[src/rtl/instr_mem_loader.sv]
// Assembles UART bytes (LSB first) into instruction words and writes them to consecutive memory addresses until the halt word.
// Optional running XOR checksum of written words enabled by defining LOADER_CHECKSUM_EN.
module instr_mem_loader #(
    parameter int                 N_DATA    = 8,
    parameter int                 NB_DATA   = 32,
    parameter int                 NB_ADDR   = 7,
    parameter logic [NB_DATA-1:0] HALT_WORD = 32'hFFFF_FFFF
) (
    input  logic               clock,
    input  logic               reset,
    input  logic               en_load_i,
    input  logic [N_DATA-1:0]  rx_data_i,
    input  logic               rx_done_i,
    output logic               wr_en_o,
    output logic [NB_ADDR-1:0] wr_addr_o,
    output logic [NB_DATA-1:0] wr_data_o,
    output logic [NB_ADDR:0]   word_count_o,
    output logic               load_done_o,
    output logic               overflow_o,
    output logic [NB_DATA-1:0] checksum_o,
    output logic [1:0]         state_o
);

    typedef enum logic [1:0] {
        ST_IDLE  = 2'd0,
        ST_LOAD  = 2'd1,
        ST_DONE  = 2'd2,
        ST_ERROR = 2'd3
    } state_t;

    localparam logic [NB_ADDR-1:0] ADDR_MAX  = {NB_ADDR{1'b1}};
    localparam logic [NB_ADDR-1:0] ADDR_ONE  = {{(NB_ADDR-1){1'b0}}, 1'b1};
    localparam logic [NB_ADDR:0]   COUNT_ONE = {{NB_ADDR{1'b0}}, 1'b1};

    state_t              state_r;
    logic [1:0]          byte_cnt_r;
    // Lanes 0..2 only; lane 3 is merged straight into the outgoing word.
    logic [3*N_DATA-1:0] lanes_r;

    assign state_o = state_r;

    // Loader FSM: byte capture, word write strobe and write bookkeeping.
    always_ff @(posedge clock) begin
        if (!reset) begin
            state_r      <= ST_IDLE;
            byte_cnt_r   <= 2'd0;
            lanes_r      <= {(3*N_DATA){1'b0}};
            wr_en_o      <= 1'b0;
            wr_addr_o    <= {NB_ADDR{1'b0}};
            wr_data_o    <= {NB_DATA{1'b0}};
            word_count_o <= {(NB_ADDR+1){1'b0}};
            load_done_o  <= 1'b0;
            overflow_o   <= 1'b0;
        end else begin
            wr_en_o <= 1'b0;
            case (state_r)
                ST_IDLE: begin
                    byte_cnt_r <= 2'd0;
                    if (en_load_i) begin
                        state_r <= ST_LOAD;
                    end else begin
                        state_r <= ST_IDLE;
                    end
                end
                ST_LOAD: begin
                    if (rx_done_i) begin
                        byte_cnt_r <= byte_cnt_r + 2'd1;
                        case (byte_cnt_r)
                            2'd0: lanes_r[N_DATA-1:0]          <= rx_data_i;
                            2'd1: lanes_r[2*N_DATA-1:N_DATA]   <= rx_data_i;
                            2'd2: lanes_r[3*N_DATA-1:2*N_DATA] <= rx_data_i;
                            2'd3: begin
                                wr_en_o   <= 1'b1;
                                wr_data_o <= {rx_data_i, lanes_r};
                            end
                            default: lanes_r <= lanes_r;
                        endcase
                    end else begin
                        byte_cnt_r <= byte_cnt_r;
                    end
                    // Disarming drops any partial word; a word completed this cycle is still written.
                    if (!en_load_i) begin
                        state_r    <= ST_IDLE;
                        byte_cnt_r <= 2'd0;
                    end else begin
                        state_r <= ST_LOAD;
                    end
                end
                ST_DONE: begin
                    state_r <= ST_DONE;
                end
                ST_ERROR: begin
                    state_r <= ST_ERROR;
                end
                default: begin
                    state_r <= ST_IDLE;
                end
            endcase

            // Write completion overrides the state transition above for terminal conditions.
            if (wr_en_o) begin
                word_count_o <= word_count_o + COUNT_ONE;
                if (wr_addr_o != ADDR_MAX) begin
                    wr_addr_o <= wr_addr_o + ADDR_ONE;
                end else begin
                    wr_addr_o <= wr_addr_o;
                end
                if (wr_data_o == HALT_WORD) begin
                    load_done_o <= 1'b1;
                    state_r     <= ST_DONE;
                end else if (wr_addr_o == ADDR_MAX) begin
                    overflow_o <= 1'b1;
                    state_r    <= ST_ERROR;
                end else begin
                    load_done_o <= load_done_o;
                end
            end else begin
                word_count_o <= word_count_o;
            end
        end
    end

`ifdef LOADER_CHECKSUM_EN
    logic [NB_DATA-1:0] checksum_r;

    // Fold every written word, halt word included, into the running checksum.
    always_ff @(posedge clock) begin
        if (!reset) begin
            checksum_r <= {NB_DATA{1'b0}};
        end else if (wr_en_o) begin
            checksum_r <= checksum_r ^ wr_data_o;
        end else begin
            checksum_r <= checksum_r;
        end
    end

    assign checksum_o = checksum_r;
`else
    assign checksum_o = {NB_DATA{1'b0}};
`endif

endmodule

[config.mk]
export PLATFORM = sky130hd
export DESIGN_NAME = instr_mem_loader
export DESIGN_NICKNAME = d
export VERILOG_FILES = /design/src/rtl/instr_mem_loader.sv
export SDC_FILE = /design/constraint.sdc
export NUM_CORES = 1
export LEC_CHECK = 0
export CAP_MARGIN = 40
export CELL_PAD_IN_SITES_DETAIL_PLACEMENT = 1
export CELL_PAD_IN_SITES_GLOBAL_PLACEMENT = 1
export CORE_MARGIN = 2
export CORE_UTILIZATION = 35
export CTS_BUF_LIST = sky130_fd_sc_hd__clkbuf_8
export CTS_CLUSTER_DIAMETER = 50
export DETAILED_ROUTE_END_ITERATION = 7
export PLACE_DENSITY = 0.89
export SYNTH_ARGS = -nofsm -noshare
export SYNTH_HDL_FRONTEND = slang
export SYNTH_SLANG_ARGS = --single-unit
export TNS_END_PERCENT = 1
[constraint.sdc]
create_clock -name clock -period 1.7 [get_ports clock]
set_input_delay 0.17 -clock clock [delete_from_list [all_inputs] [get_ports clock]]
set_output_delay 0.17 -clock clock [all_outputs]
set_load 0.005 [all_outputs]
==> impl_metrics.yaml <==
sta:
  finalClockSkew_ps: 13.1
  max_freq_mhz: 661
  grt_setup_unrepaired: "no"
  setup_tns_ps: 0
  finalSetupViolations: 0
  drv_slew: 0
  min_period_over_period_pct: 89.0
  final-hold-violation-count: 0
  fin_ws_ps: 186
  fin_crit_ps: 1510
placed_design:
  post-dp-hpwl_mm: 6.26
  port_buffers: 63
  dpl.cell_count: 561
  place.gp.congestion: 0.794
  place_ws_ps: -28.9
clocking:
  cts_resized: 0
  clk_latency_ps: 350
  clock-sinks: 78
  cts_tree: "yes"
  cts_buffer_depth: 2
  clockRootBuffer: "clkbuf_8"
  hold_buffers: 0
  cts_made_buffers: 9
  path_clk_slew_ps: 70
  h-tree-depth: 3
  cts_setup_buffers: 0
critical_path:
  slowest_stage: "dfxtp_1"
  cp-end-kind: "register"
  path_cells: "ha_1 -> nand2_1 -> nor3_2 -> buf_4 -> nor2_1 -> a21oi_1"
  start_kind: "register"
  crit_arrival_ps: 1780
  cp_max_fo: 6
  critPathKind: "register to register"
  required_ps: 1960
  crit_path_max_incr_delay_ps: 410
floorplanning:
  die_area_sq_um: 10200
  placement_rows: 35
  initial_core_util_pct: 35.9
  pin_count: 96
  fp.coreArea_sq_um: 9150
  die_w_microns: 101
  die_y_microns: 101
yosys:
  yosys_most_used_dff: "dfxtp_1"
  ys_types: 37
  synth-seq-area-share_pct: 47.5
  syn_area_per_cell_sq_um: 8.28
  async_flop_share_pct: 0
  synth_edf_count: 0
  synth_cells: 397
  netlist_area_sq_um: 3290
  yosysWarnings: 0
  ys_seq_elements: 78
layout:
  final_util_pct: 45.3
  area.growth.synth_to_final_pct: 26.2
  finalNonFillerCells: 576
  layout-drive-gt1-share_pct: 8.82
  fin_nets: 479
  antenna_cells: 0
drt:
  wl_per_cell_microns: 14.9
  wl_mm: 8.60
  final_antenna_net_count: 0
  first_iter_violations: 110
  vias: 2768
  via_per_inst: 4.81
  first_pass_iters: 4
  drc: 0
pwr:
  p_leak_nw: 1.45
  ir_drop_mv: 0.520
  powerDensity_nw_per_um2: 829
global_route:
  antenna_found_initial: 0
  grt_pass1_vias: 2844
  grt_max_degree: 33
  grt_pass1_wl_mm: 14.0
  overflow: 0
  grt_use_total_pct: 17.6
run:
  drv_cap: 0
status:
  status: "completed"
worst_hold_path:
  hp-class: "register to register"
## flip-flops by register name (all words and copies together) (netlist names)
name          flops
wr_en_o           1
wr_data_o        32
load_done_o       1
lanes_r          24
overflow_o        1
state_o           2
word_count_o      8
wr_addr_o         7
byte_cnt_r        2
## final timing paths
check | startpoint | endpoint | slack, ps | depth (start not counted)
worst max-delay path | wr_addr_o[0]$_SDFFE_PN0P_ | state_o[1]$_SDFF_PN0_ | 190 | 6
worst min-delay path | load_done_o$_SDFFE_PN0P_ | load_done_o$_SDFFE_PN0P_ | 450 | 2
worst max register to register | wr_addr_o[0]$_SDFFE_PN0P_ | state_o[1]$_SDFF_PN0_ | 190 | 6
worst min register to register | load_done_o$_SDFFE_PN0P_ | load_done_o$_SDFFE_PN0P_ | 450 | 2
## synth_stat cells, types with 5 or more instances
master	number	area share (%)
a21oi_1	51	7.8
a21oi_2	11	2.9
buf_2	8	1.2
buf_4	32	7.3
buf_6	5	1.7
clkbuf_1	6	0.69
dfxtp_1	78	48
ha_1	6	2.3
nand2_1	121	14
nand4_1	11	2.1
nor2_1	16	1.8
nor3_1	5	0.76
xor2_1	6	1.6
## final cells by class
type	instances	area, sq um
multi-input combinational	294	1470
tap	111	139
timing repair buffer	74	751
sequential	78	1560
clock inverter	6	80.1
fill	1094	5010
clock buffer	9	124
inverter	4	15.0
## power by group
part / switching (mW) / internal [mW]
Sequential: 0.00547 / 1.83
Combinational: 0.0872 / 0.0515
Clock: 0.650 / 0.809
Total: 0.743 / 2.69
## cells by family (layout without fill, tap and decap cells)
family | Yosys count | in the layout | synth area share, %
muxes | 4 | 4 | 1.26
adders and majority gates | 6 | 6 | 2.28
xor gates and xnor gates | 8 | 8 | 2.13
DFF | 78 | 78 | 47.5
buffers and inverters | 56 | 93 | 11.5
and+or+nand+nor | 171 | 171 | 22.0
other | 1 | 32 | 0.114
AOI/OAI and AO/OA | 73 | 73 | 13.1
## routing by layer
layer | wire, microns | GRT usage, % | share of wire [%]
met3 | 430 | 5.55 | 5.0
met4 | 159 | 5.61 | 1.8
met5 | 0 | 0 | 0
met2 | 4260 | 29.9 | 50
met1 | 3750 | 21.1 | 44
## per-stage QoR
step	area [sq um]	hold WS (ps)	total power [mW]
2_1_floorplan	3400	288	2.00
4_1_cts	4130	455	3.47
3_5_place_dp	3930	444	2.02
5_1_grt	4150	461	3.59
3_3_place_gp	3930	438	2.02
6_report	4150	446	3.44
## critical path: cells and delay by family (launching register included)
family	cells	cell delay (ps)
buffers and inverters	1	140
adders and majority gates	1	300
AOI/OAI and AO/OA	1	150
and+or+nand+nor	3	430
DFF	1	410
## placed cells by master, fill, tap and decap left out, types with 6 or more instances in the layout
master	instances
nand2_1	121
dfxtp_1	77
clkdlybuf4s50_1	63
a21oi_1	51
conb_1	32
nor2_1	16
a21oi_2	11
nand4_1	11
clkbuf_8	9
buf_4	8
inv_1	6
xor2_1	6
ha_1	6
(Power assumes the default switching activity.)
